===== src/rtl/aes_pkg.sv =====
// Shared AES package.
//   AES_NR_128   number of AES-128 rounds
//   word_t       32-bit key word, key128_t 128-bit key / round key
//   ks_state_e   key-schedule controller states
//   xtime()      multiply by x in GF(2^8)
//   sbox()       forward AES S-box (also used by the round datapath)
package aes_pkg;

  localparam int AES_NR_128 = 10;

  typedef logic [31:0]  word_t;
  typedef logic [127:0] key128_t;

  typedef enum logic [1:0] {
    ST_IDLE,
    ST_EMIT,
    ST_DONE
  } ks_state_e;

  // Row-major forward S-box; element 0 sits in the most significant byte.
  localparam logic [0:255][7:0] SBOX_TABLE = {
    128'h637c777bf26b6fc53001672bfed7ab76,
    128'hca82c97dfa5947f0add4a2af9ca472c0,
    128'hb7fd9326363ff7cc34a5e5f171d83115,
    128'h04c723c31896059a071280e2eb27b275,
    128'h09832c1a1b6e5aa0523bd6b329e32f84,
    128'h53d100ed20fcb15b6acbbe394a4c58cf,
    128'hd0efaafb434d338545f9027f503c9fa8,
    128'h51a3408f929d38f5bcb6da2110fff3d2,
    128'hcd0c13ec5f974417c4a77e3d645d1973,
    128'h60814fdc222a908846eeb814de5e0bdb,
    128'he0323a0a4906245cc2d3ac629195e479,
    128'he7c8376d8dd54ea96c56f4ea657aae08,
    128'hba78252e1ca6b4c6e8dd741f4bbd8b8a,
    128'h703eb5664803f60e613557b986c11d9e,
    128'he1f8981169d98e949b1e87e9ce5528df,
    128'h8ca1890dbfe6426841992d0fb054bb16
  };

  function automatic logic [7:0] sbox(input logic [7:0] b);
    return SBOX_TABLE[b];
  endfunction

  function automatic logic [7:0] xtime(input logic [7:0] r);
    return {r[6:0], 1'b0} ^ (r[7] ? 8'h1b : 8'h00);
  endfunction

endpackage


===== src/rtl/aes_key_sched_ctrl_if.sv =====
// Key-schedule stream interface.
//   master: cipher-core side (drives start/key_in/rk_ready/rd_idx)
//   slave : key-schedule controller side
interface aes_key_sched_ctrl_if;

  logic                  start;
  aes_pkg::key128_t      key_in;
  logic                  busy;
  logic                  rk_valid;
  logic                  rk_ready;
  aes_pkg::key128_t      rk_data;
  logic [3:0]            rk_round;
  logic                  done;
  logic [3:0]            rd_idx;
  aes_pkg::key128_t      rd_data;

  modport master (
    output start, key_in, rk_ready, rd_idx,
    input  busy, rk_valid, rk_data, rk_round, done, rd_data
  );

  modport slave (
    input  start, key_in, rk_ready, rd_idx,
    output busy, rk_valid, rk_data, rk_round, done, rd_data
  );

endinterface


===== src/rtl/aes_key_sched_ctrl_key_round_step.sv =====
// key_round_step: combinational AES-128 key-expansion step.
//   rk_in  : current round key, [127:96]=w0 .. [31:0]=w3
//   rcon   : round constant for this step
//   rk_out : next round key, same word order
module key_round_step
  import aes_pkg::*;
(
  input  key128_t    rk_in,
  input  logic [7:0] rcon,
  output key128_t    rk_out
);

  word_t w0, w1, w2, w3;
  word_t rot, t;
  word_t n0, n1, n2, n3;

  always_comb begin
    {w0, w1, w2, w3} = rk_in;
    // RotWord: the most significant byte moves to the bottom.
    rot = {w3[23:0], w3[31:24]};
    t   = {sbox(rot[31:24]), sbox(rot[23:16]), sbox(rot[15:8]), sbox(rot[7:0])}
          ^ {rcon, 24'h0};
    n0  = w0 ^ t;
    n1  = w1 ^ n0;
    n2  = w2 ^ n1;
    n3  = w3 ^ n2;
    rk_out = {n0, n1, n2, n3};
  end

endmodule


===== src/rtl/aes_key_sched_ctrl.sv =====
// aes_key_sched_ctrl: iterative AES-128 key-expansion controller.
// Accepts a cipher key on start and streams round keys 0..NUM_ROUNDS over a
// valid/ready handshake, one expansion step per accepted key.
//   clk, rst : clock, asynchronous active-high reset
//   bus      : aes_key_sched_ctrl_if.slave (start/key_in, rk_* stream,
//              busy, done, rd_idx/rd_data readback)
// Optional macro KEY_STORE_EN: keeps every emitted round key in a register
// array readable through rd_idx/rd_data; otherwise rd_data is tied to 0.
module aes_key_sched_ctrl
  import aes_pkg::*;
#(
  parameter int NUM_ROUNDS = AES_NR_128
) (
  input logic                 clk,
  input logic                 rst,
  aes_key_sched_ctrl_if.slave bus
);

  localparam logic [3:0] LAST_ROUND = 4'(NUM_ROUNDS);

  ks_state_e  state_q, state_d;
  logic       busy_q, busy_d;
  logic       rk_valid_q, rk_valid_d;
  logic       done_q, done_d;
  key128_t    rk_data_q, rk_data_d;
  logic [3:0] rk_round_q, rk_round_d;
  logic [7:0] rcon_q, rcon_d;

  key128_t    next_key;
  logic       handshake;

  assign handshake = rk_valid_q & bus.rk_ready;

  key_round_step u_step (
    .rk_in  (rk_data_q),
    .rcon   (rcon_q),
    .rk_out (next_key)
  );

  // NOTE: every variable gets a default before the case so no path leaves it
  // unassigned; that is what keeps always_comb from inferring latches.
  always_comb begin
    state_d    = state_q;
    busy_d     = busy_q;
    rk_valid_d = rk_valid_q;
    done_d     = 1'b0;
    rk_data_d  = rk_data_q;
    rk_round_d = rk_round_q;
    rcon_d     = rcon_q;
    unique case (state_q)
      ST_IDLE: begin
        if (bus.start) begin
          state_d    = ST_EMIT;
          busy_d     = 1'b1;
          rk_valid_d = 1'b1;
          rk_data_d  = bus.key_in;
          rk_round_d = '0;
          rcon_d     = 8'h01;
        end
      end
      ST_EMIT: begin
        // Stalled cycles change nothing: the key and index hold until taken.
        if (handshake) begin
          if (rk_round_q == LAST_ROUND) begin
            state_d    = ST_DONE;
            busy_d     = 1'b0;
            rk_valid_d = 1'b0;
            done_d     = 1'b1;
          end else begin
            rk_data_d  = next_key;
            rk_round_d = rk_round_q + 4'd1;
            rcon_d     = xtime(rcon_q);
          end
        end
      end
      ST_DONE: state_d = ST_IDLE;
      default: state_d = ST_IDLE;
    endcase
  end

  // NOTE: non-blocking assignments here so every flop samples the values of
  // the previous cycle regardless of statement order.
  always_ff @(posedge clk or posedge rst) begin
    if (rst) begin
      state_q    <= ST_IDLE;
      busy_q     <= 1'b0;
      rk_valid_q <= 1'b0;
      done_q     <= 1'b0;
      rk_data_q  <= '0;
      rk_round_q <= '0;
      rcon_q     <= '0;
    end else begin
      state_q    <= state_d;
      busy_q     <= busy_d;
      rk_valid_q <= rk_valid_d;
      done_q     <= done_d;
      rk_data_q  <= rk_data_d;
      rk_round_q <= rk_round_d;
      rcon_q     <= rcon_d;
    end
  end

  assign bus.busy     = busy_q;
  assign bus.rk_valid = rk_valid_q;
  assign bus.done     = done_q;
  assign bus.rk_data  = rk_data_q;
  assign bus.rk_round = rk_round_q;

`ifdef KEY_STORE_EN
  key128_t key_store_q [0:NUM_ROUNDS];

  // NOTE: the store is reset along with the control state so rd_data reads 0
  // out of reset instead of X; contents only matter after done anyway.
  always_ff @(posedge clk or posedge rst) begin
    if (rst) begin
      for (int i = 0; i <= NUM_ROUNDS; i++) key_store_q[i] <= '0;
    end else if (handshake) begin
      key_store_q[rk_round_q] <= rk_data_q;
    end
  end

  assign bus.rd_data = (bus.rd_idx <= LAST_ROUND) ? key_store_q[bus.rd_idx] : '0;
`else
  logic unused_rd_idx;
  assign unused_rd_idx = ^bus.rd_idx;
  assign bus.rd_data   = '0;
`endif

endmodule


===== src/flat_wrapper.sv =====
// flat-port wrapper written by rule: the top's interface ports become plain ports
module aes_key_sched_ctrl_flat import aes_pkg::*;
#(
  parameter int NUM_ROUNDS = AES_NR_128
)
  (clk, rst, bus_start, bus_key_in, bus_rk_ready, bus_rd_idx, bus_busy, bus_rk_valid, bus_rk_data, bus_rk_round, bus_done, bus_rd_data);
  aes_key_sched_ctrl_if bus_i ();
  input logic clk;
  input logic rst;
  input wire logic [$bits(bus_i.start)-1:0] bus_start;
  input wire logic [$bits(bus_i.key_in)-1:0] bus_key_in;
  input wire logic [$bits(bus_i.rk_ready)-1:0] bus_rk_ready;
  input wire logic [$bits(bus_i.rd_idx)-1:0] bus_rd_idx;
  output wire logic [$bits(bus_i.busy)-1:0] bus_busy;
  output wire logic [$bits(bus_i.rk_valid)-1:0] bus_rk_valid;
  output wire logic [$bits(bus_i.rk_data)-1:0] bus_rk_data;
  output wire logic [$bits(bus_i.rk_round)-1:0] bus_rk_round;
  output wire logic [$bits(bus_i.done)-1:0] bus_done;
  output wire logic [$bits(bus_i.rd_data)-1:0] bus_rd_data;
  assign bus_i.start = bus_start;
  assign bus_i.key_in = bus_key_in;
  assign bus_i.rk_ready = bus_rk_ready;
  assign bus_i.rd_idx = bus_rd_idx;
  assign bus_busy = bus_i.busy;
  assign bus_rk_valid = bus_i.rk_valid;
  assign bus_rk_data = bus_i.rk_data;
  assign bus_rk_round = bus_i.rk_round;
  assign bus_done = bus_i.done;
  assign bus_rd_data = bus_i.rd_data;
  aes_key_sched_ctrl #(.NUM_ROUNDS(NUM_ROUNDS)) u_core (.clk(clk), .rst(rst), .bus(bus_i));
endmodule

===== config.mk =====
export PLATFORM = sky130hd
export DESIGN_NAME = aes_key_sched_ctrl_flat
export DESIGN_NICKNAME = d
export VERILOG_FILES = /design/src/rtl/aes_pkg.sv /design/src/rtl/aes_key_sched_ctrl_if.sv /design/src/rtl/aes_key_sched_ctrl_key_round_step.sv /design/src/rtl/aes_key_sched_ctrl.sv /design/src/flat_wrapper.sv
export SDC_FILE = /design/constraint.sdc
export NUM_CORES = 1
export LEC_CHECK = 0
export CELL_PAD_IN_SITES_DETAIL_PLACEMENT = 1
export CELL_PAD_IN_SITES_GLOBAL_PLACEMENT = 1
export CORE_MARGIN = 3
export CORE_UTILIZATION = 36
export CTS_CLUSTER_DIAMETER = 120
export DETAILED_ROUTE_END_ITERATION = 16
export PLACE_DENSITY = 0.85
export REMOVE_ABC_BUFFERS = 1
export SYNTH_ARGS = -nofsm -noshare
export SYNTH_HDL_FRONTEND = slang
export SYNTH_HIERARCHICAL = 1
export SYNTH_SLANG_ARGS = --single-unit

===== constraint.sdc =====
create_clock -name clk -period 6.92 [get_ports clk]
set_input_delay 1.038 -clock clk [delete_from_list [all_inputs] [get_ports clk]]
set_output_delay 1.038 -clock clk [all_outputs]
set_load 0.01 [all_outputs]

==> impl_results.md, run 1 <==
- Status: complete, no violations
- Crit path time final: 5.25 ns
- Most frequent cells in the layout: 266 x clkdlybuf4s50_1, 153 x nand2_1, 147 x o21ai_0, 145 x nor2_1, 136 x a21oi_1
- Clk_skew: 0.0224 ns
- Multi-input combinational cell area: 18500 um^2
- Clk_lat worst skew: 0.50 ns
- Number of global-route vias before repair: 24903
- Initial core utilization: 36.4%
- Initial antenna violation count: 2
- Fill count: 7908
- H-tree levels: 4
- Worst hold path class: flop to flop
- Die ar.: 71400 um^2
- Initial DRC count: 3645
- CTS clk-pin slew, worst paths: 0.09 ns
- Vias per inst: 6.58
- Post-route ant nets: 0
- Max_cap viols: 0
- Critical path buffers and inverters: 1
- GRT Overall Usage: 28.5%
- Worst path cell trace: inv_1 -> ha_1 -> nand2b_1 -> nand2_1 -> mux4_2 -> a211oi_1 -> or4b_1 -> nand4_2 -> xnor3_1 -> mux2_2 -> mux2_2
- Vias: 25289
- Post-synth ARST share: 100%
- Placement-stage cell area: 26600 um^2
- Worst hold-check slack: 0.539 ns
- Number of synthesized flops with an enable pin: 0
- Post-synth cell types: 109
- Crit path required time: 7.29 ns
- Top_reg_cell synth: dfrtp_1
- CP Max Fanout: 16
- Routed wire length: 106000 um
- DRC Markers: 0
- Total gr overflow: 0
- IO Count: 399
- 1st-pass router iterations: 6
- Endpoints failing setup: 0
- Fraction of layout cells with a size suffix above 1: 13.5%
- CP Data Arrival Time: 5.62 ns
- Register area: 3630 um^2
- Final Slew Violations: 0
- Synth warn: 6
- CTS tree: yes
- Clock Tree Buf Depth: 2
- Area contributors post-synth: dfrtp_1 15%, mux2_4 5.3%, buf_4 4.7%, xnor2_1 4.5%, mux2_2 4.3%
- Unrepaired setup endpoints after global routing: false
- Syn Inst Count: 2928
- Non-Filler Instances: 3842
- Overall die width: 267 um
- Nature of the critical path startpoint: flop
- Setup CP Type: flop to flop
- Cell family with most CP delay: simple AND/OR/NAND/NOR gates
- CTS Sinks: 144
- CP dominant cell by count: mux2_2
- Hold Violations, Final: 0
- Fin crit share: 75.9%
- Finished Cell Area: 27200 um^2
- IO Port Bufs: 266
- Num CTS Buffers: 17
- Post-synthesis sequential area ratio: 14.7%
- HPWL after detailed placement: 73000 um
- First-pass GRT wire length: 158000 um
- Setup bufs post-CTS: 0
- Final GP Congestion: 1.03
- Largest net degree at the start of global routing: 105
- Slew HR: 23.9%
- Synth-to-layout area growth: 11.0%
- Post-synth top area cell: dfrtp_1
- Fmax: 0.190 GHz
- Final layout net count: 3152
- #FFs+latches synth: 144
- CP max stage cell: ha_1
- CP Capture Type: flop
- Num rows: 95
- Hold buffer count at cts: 0
- Die Height: 267 um
- Most common cell after layout, fill and taps aside: clkdlybuf4s50_1
- Synth top area share: 14.7%
- Worst-Margin Slew: 1.14 ns
- Syn avg cell area: 8.39 um^2
- Root buffer cell: clkbuf_16
- Placed cell count: 3808
- Core footprint: 67400 um^2
- Max stage delay on crit path: 0.87 ns
- Post-cts gate resize count: 0
- Drt wl/cell: 27.7 um
- Mapped cell area: 24600 um^2
final timing paths:
path | startpoint | to | slack, ns | depth (start not counted)
setup / recovery | u_core/bus.rk_data[1]$_DFFE_PP0P_ | u_core/bus.rk_data[14]$_DFFE_PP0P_ | 1.67 | 11
min in group asynchronous | rst | u_core/bus.rk_data[55]$_DFFE_PP0P_ | 0.99 | 2
setup reg to reg | u_core/bus.rk_data[1]$_DFFE_PP0P_ | u_core/bus.rk_data[14]$_DFFE_PP0P_ | 1.67 | 11
max in group asynchronous | rst | u_core/bus.rk_data[3]$_DFFE_PP0P_ | 4.67 | 3
hold reg to reg | u_core/state_q[1]$_DFFE_PP0P_ | u_core/state_q[0]$_DFFE_PP0P_ | 0.54 | 1
hold / removal | u_core/state_q[1]$_DFFE_PP0P_ | u_core/state_q[0]$_DFFE_PP0P_ | 0.54 | 1
metrics by stage:
stage          utilization (%)  setup slack, ns  setup TNS [ns]
2_1_floorplan                -           -0.452          -35.51
3_3_place_gp              39.5             1.97               0
3_5_place_dp              39.5             1.94               0
4_1_cts                   40.4             1.88               0
5_1_grt                   40.4             1.63               0
6_report                  40.4             1.67               0
synthesized netlist by cell type, types with 30 or more instances:
library cell  count
buf_4           153
inv_1            57
o211ai_1         56
mux2i_1          32
xor2_1           64
a21oi_1         136
ha_1             62
clkbuf_1        127
nand2_1         153
mux2_4           87
a311oi_1         46
xnor2_1         125
nor2_1          145
nor2b_1          75
a221oi_1         30
nor3_1           64
nand3_1          83
a211oi_1         49
a31oi_1          55
o21ai_0         147
dfrtp_1         144
nand2b_1        100
mux2_1           89
mux2_2           93
buf_2           115
mux4_2           46
and2_1           30
o311ai_0         41
sequential cells by signal, summed over array words and instances, names as in the netlist:
signal               cells
u_core/bus.done          1
u_core/bus.rk_valid      1
u_core/bus.rk_round      4
u_core/bus.rk_data     128
u_core/rcon_q            8
u_core/state_q           2
logic make-up (layout without fill, tap and decap cells):
family          after synthesis  in the layout  synth area share [%]
xor+xnor                    214            214                  8.86
mux                         349            349                  19.3
fa+ha+maj                    62             62                  3.16
compound gates              859            859                  25.3
buf+inv                     513            425                  12.0
simple gates                786            786                  16.7
flops                       144            144                  14.7
other cells                   1            130                0.0153
worst reg2reg max path, delay by kind of cell, from the launching register on:
kind / cells / cell delay [ns]
buf+inv: 1 / 0.40
mux: 3 / 1.00
xor+xnor: 1 / 0.49
fa+ha+maj: 1 / 0.87
compound gates: 1 / 0.54
flops: 1 / 0.68
simple gates: 4 / 1.16
area by class of cell:
type	count	area share, %
Inverter	68	0.955
Sequential cell	144	13.3
Timing Repair Buffer	325	11.6
Clock inverter	15	0.716
Clock buffer	17	1.56
Multi-Input combinational cell	2398	67.8
Antenna cell	2	0.0184
Tap cell	873	4.01
metal layers:
layer / up-vias / share of wire [%] / track usage [%] / wire length (um)
met2: 1768 / 44 / 43.8 / 46500
met1: 12414 / 40 / 37.4 / 42300
li1: 10741 / - / - / -
met4: 2 / 4.8 / 12.2 / 5140
met5: - / 0.010 / 0 / 11
met3: 364 / 12 / 7.98 / 12400
Power of run 1 is not shown: default switching activity piles up to over one toggle a cycle in this logic, so the estimate is an artifact.
==> inputs of run 2 (changes only) <==
Clock period 6.92 ns to 5.2 ns, I/O delays scaled along.
==> run 2 against run 1 <==
Against the previous run:
- worst hold slack lost 0.0094 ns
- sequential share of layout area decreased by 0.19 points
- final area rose by 1.4%
- clock skew is 0.00097 ns higher
- fmax increased by 17%
- via count up 0.82%
- critical path type unchanged
- highest routed layer unchanged
- wire length rose by 2.2%
- cell count rose by 1.2%
- non-clock buffer count up 49
- setup slack worse by 0.97 ns
==> impl_results.md, run 2 (synthesized netlist as in run 1, its figures left out) <==
- Status: complete, no violations
- GRT Overall Usage: 29.3% (+0.81 points)
- CP Data Arrival Time: 4.89 ns (-0.73 ns)
- Final core utilization: 41.0% (+0.57 points)
- CTS clk-pin slew, worst paths: 0.08 ns (about the same)
- Fin crit share: 86.6% (+11 points)
- CTS tree: yes
- Initial antenna violation count: 3 (+1)
- Drt wl/cell: 28.0 um (+0.96%)
- Total gr overflow: 0 (unchanged)
- Most frequent cells in the layout: 266 x clkdlybuf4s50_1, 153 x nand2_1, 147 x o21ai_0, 145 x nor2_1, 136 x a21oi_1
- Num CTS Buffers: 17 (unchanged)
- Overall die width: 267 um (unchanged)
- First-pass GRT wire length: 162000 um (+2.4%)
- Largest register FFs: 128 (unchanged)
- Crit path required time: 5.59 ns (-1.70 ns)
- Max stage delay on crit path: 0.65 ns (-0.22 ns)
- Fmax: 0.222 GHz (+17%)
- CP dominant cell by count: mux4_2
- H-tree levels: 4 (unchanged)
- Core footprint: 67400 um^2 (unchanged)
- Crit path time final: 4.51 ns (-0.745 ns)
- Setup CP Type: flop to flop
- HPWL after detailed placement: 76300 um (+4.5%)
- Num rows: 95 (unchanged)
- Clk_lat worst skew: 0.50 ns (about the same)
- Hold Violations, Final: 0 (unchanged)
- CP max stage cell: dfrtp_1
- Die ar.: 71400 um^2 (unchanged)
- Final Slew Violations: 0 (unchanged)
- Post-route ant nets: 0 (unchanged)
- Die Height: 267 um (unchanged)
- DRC Markers: 0 (unchanged)
- Max_cap viols: 0 (unchanged)
- 1st-pass router iterations: 6 (unchanged)
- Setup bufs post-CTS: 0 (unchanged)
- Clock Tree Buf Depth: 2 (unchanged)
- Synth-to-layout area growth: 12.5%
- Worst hold path class: flop to flop
- Clk_skew: 0.0234 ns (+0.000972 ns)
- Vias per inst: 6.55 (-0.43%)
- Root buffer cell: clkbuf_16
- IO Count: 399 (unchanged)
- Initial DRC count: 3423 (-6.1%)
- Final GP Congestion: 1.02 (-0.90%)
- IO Port Bufs: 266 (unchanged)
- Most common cell after layout, fill and taps aside: clkdlybuf4s50_1
- Hold buffer count at cts: 0 (unchanged)
- Post-cts gate resize count: 0 (unchanged)
- CTS Sinks: 144 (unchanged)
- Worst path cell trace: inv_1 -> ha_1 -> buf_4 -> nor2b_1 -> or2_0 -> mux4_2 -> mux4_2 -> mux2i_2 -> xor2_2 -> xnor2_1 -> mux2_1 -> mux2_4
- Vias: 25496 (+0.82%)
- Routed wire length: 109000 um (+2.2%)
- CP Max Fanout: 17 (+1)
- Largest net degree at the start of global routing: 132 (+26%)
- Final layout net count: 3201 (+1.6%)
- Unrepaired setup endpoints after global routing: false
- Endpoints failing setup: 0 (unchanged)
- Initial core utilization: 36.4% (unchanged)
- Fraction of layout cells with a size suffix above 1: 14.9% (+1.4 points)
- Slew HR: 23.1% (-0.72 points)
- Number of global-route vias before repair: 24970 (+0.27%)
- Nature of the critical path startpoint: flop
- Worst-Margin Slew: 1.15 ns (+0.0119 ns)
- CP Capture Type: flop
-- run 2: cell count changes in the layout (fill, tap and decap cells not counted), moves of 3 or more --
cell / before / now
inv_6: 4 / 7
buf_12: 4 / 8
buf_4: 55 / 100
clkinv_8: 5 / 1
-- run 2: worst paths after layout --
check	start	end	slack, ns	cells past startpoint
hold reg to reg	u_core/state_q[1]$_DFFE_PP0P_	u_core/state_q[0]$_DFFE_PP0P_	0.53	1
min in group asynchronous	rst	u_core/bus.rk_data[87]$_DFFE_PP0P_	0.86	2
setup / recovery	u_core/bus.rk_data[24]$_DFFE_PP0P_	u_core/bus.rk_data[39]$_DFFE_PP0P_	0.69	12
setup reg to reg	u_core/bus.rk_data[24]$_DFFE_PP0P_	u_core/bus.rk_data[39]$_DFFE_PP0P_	0.69	12
hold / removal	u_core/state_q[1]$_DFFE_PP0P_	u_core/state_q[0]$_DFFE_PP0P_	0.53	1
max in group asynchronous	rst	u_core/bus.rk_data[27]$_DFFE_PP0P_	3.28	3
-- run 2: cell type report --
class,instances,area (um^2)
fillers,7895,39800
multi-input cells,2398,18500
flip-flops and latches,144,3630
repair buffers,374,3570
well taps,873,1090
clock buffers,19,443
inverters,68,260
clock inverters,13,146
diodes,1,2.50
-- run 2: through the flow --
stage               hold slack [ns]  cells  TNS, ns  instance area [um^2]  setup slack [ns]
global placement              0.506   3857        0                 27000             0.776
detailed placement            0.517   3857        0                 27000             0.703
global route                  0.543   3889        0                 27600             0.516
floorplan                     0.434   2610  -260.56                 22300             -2.17
CTS                           0.523   3889        0                 27600             0.704
finish                        0.530   3890        0                 27600             0.695
-- run 2: critical path: cells and delay by family (launching register included) --
| family | cells | cell delay, ns |
|---|---|---|
| XOR/XNOR | 2 | 0.43 |
| adder cells (fa/ha/maj) | 1 | 0.35 |
| buffers and inverters | 2 | 0.52 |
| flip-flops | 1 | 0.65 |
| multiplexers | 5 | 1.94 |
| AND/OR/NAND/NOR | 2 | 0.51 |
-- run 2: metal layers --
metal	GRT usage [%]	vias up	wire length [um]
li1	-	10823	-
met1	38.6	12554	43400
met2	44.7	1728	47400
met3	7.72	389	12300
met4	13.7	2	5570
met5	0	-	12
Power of run 2 is left out for the same reason.
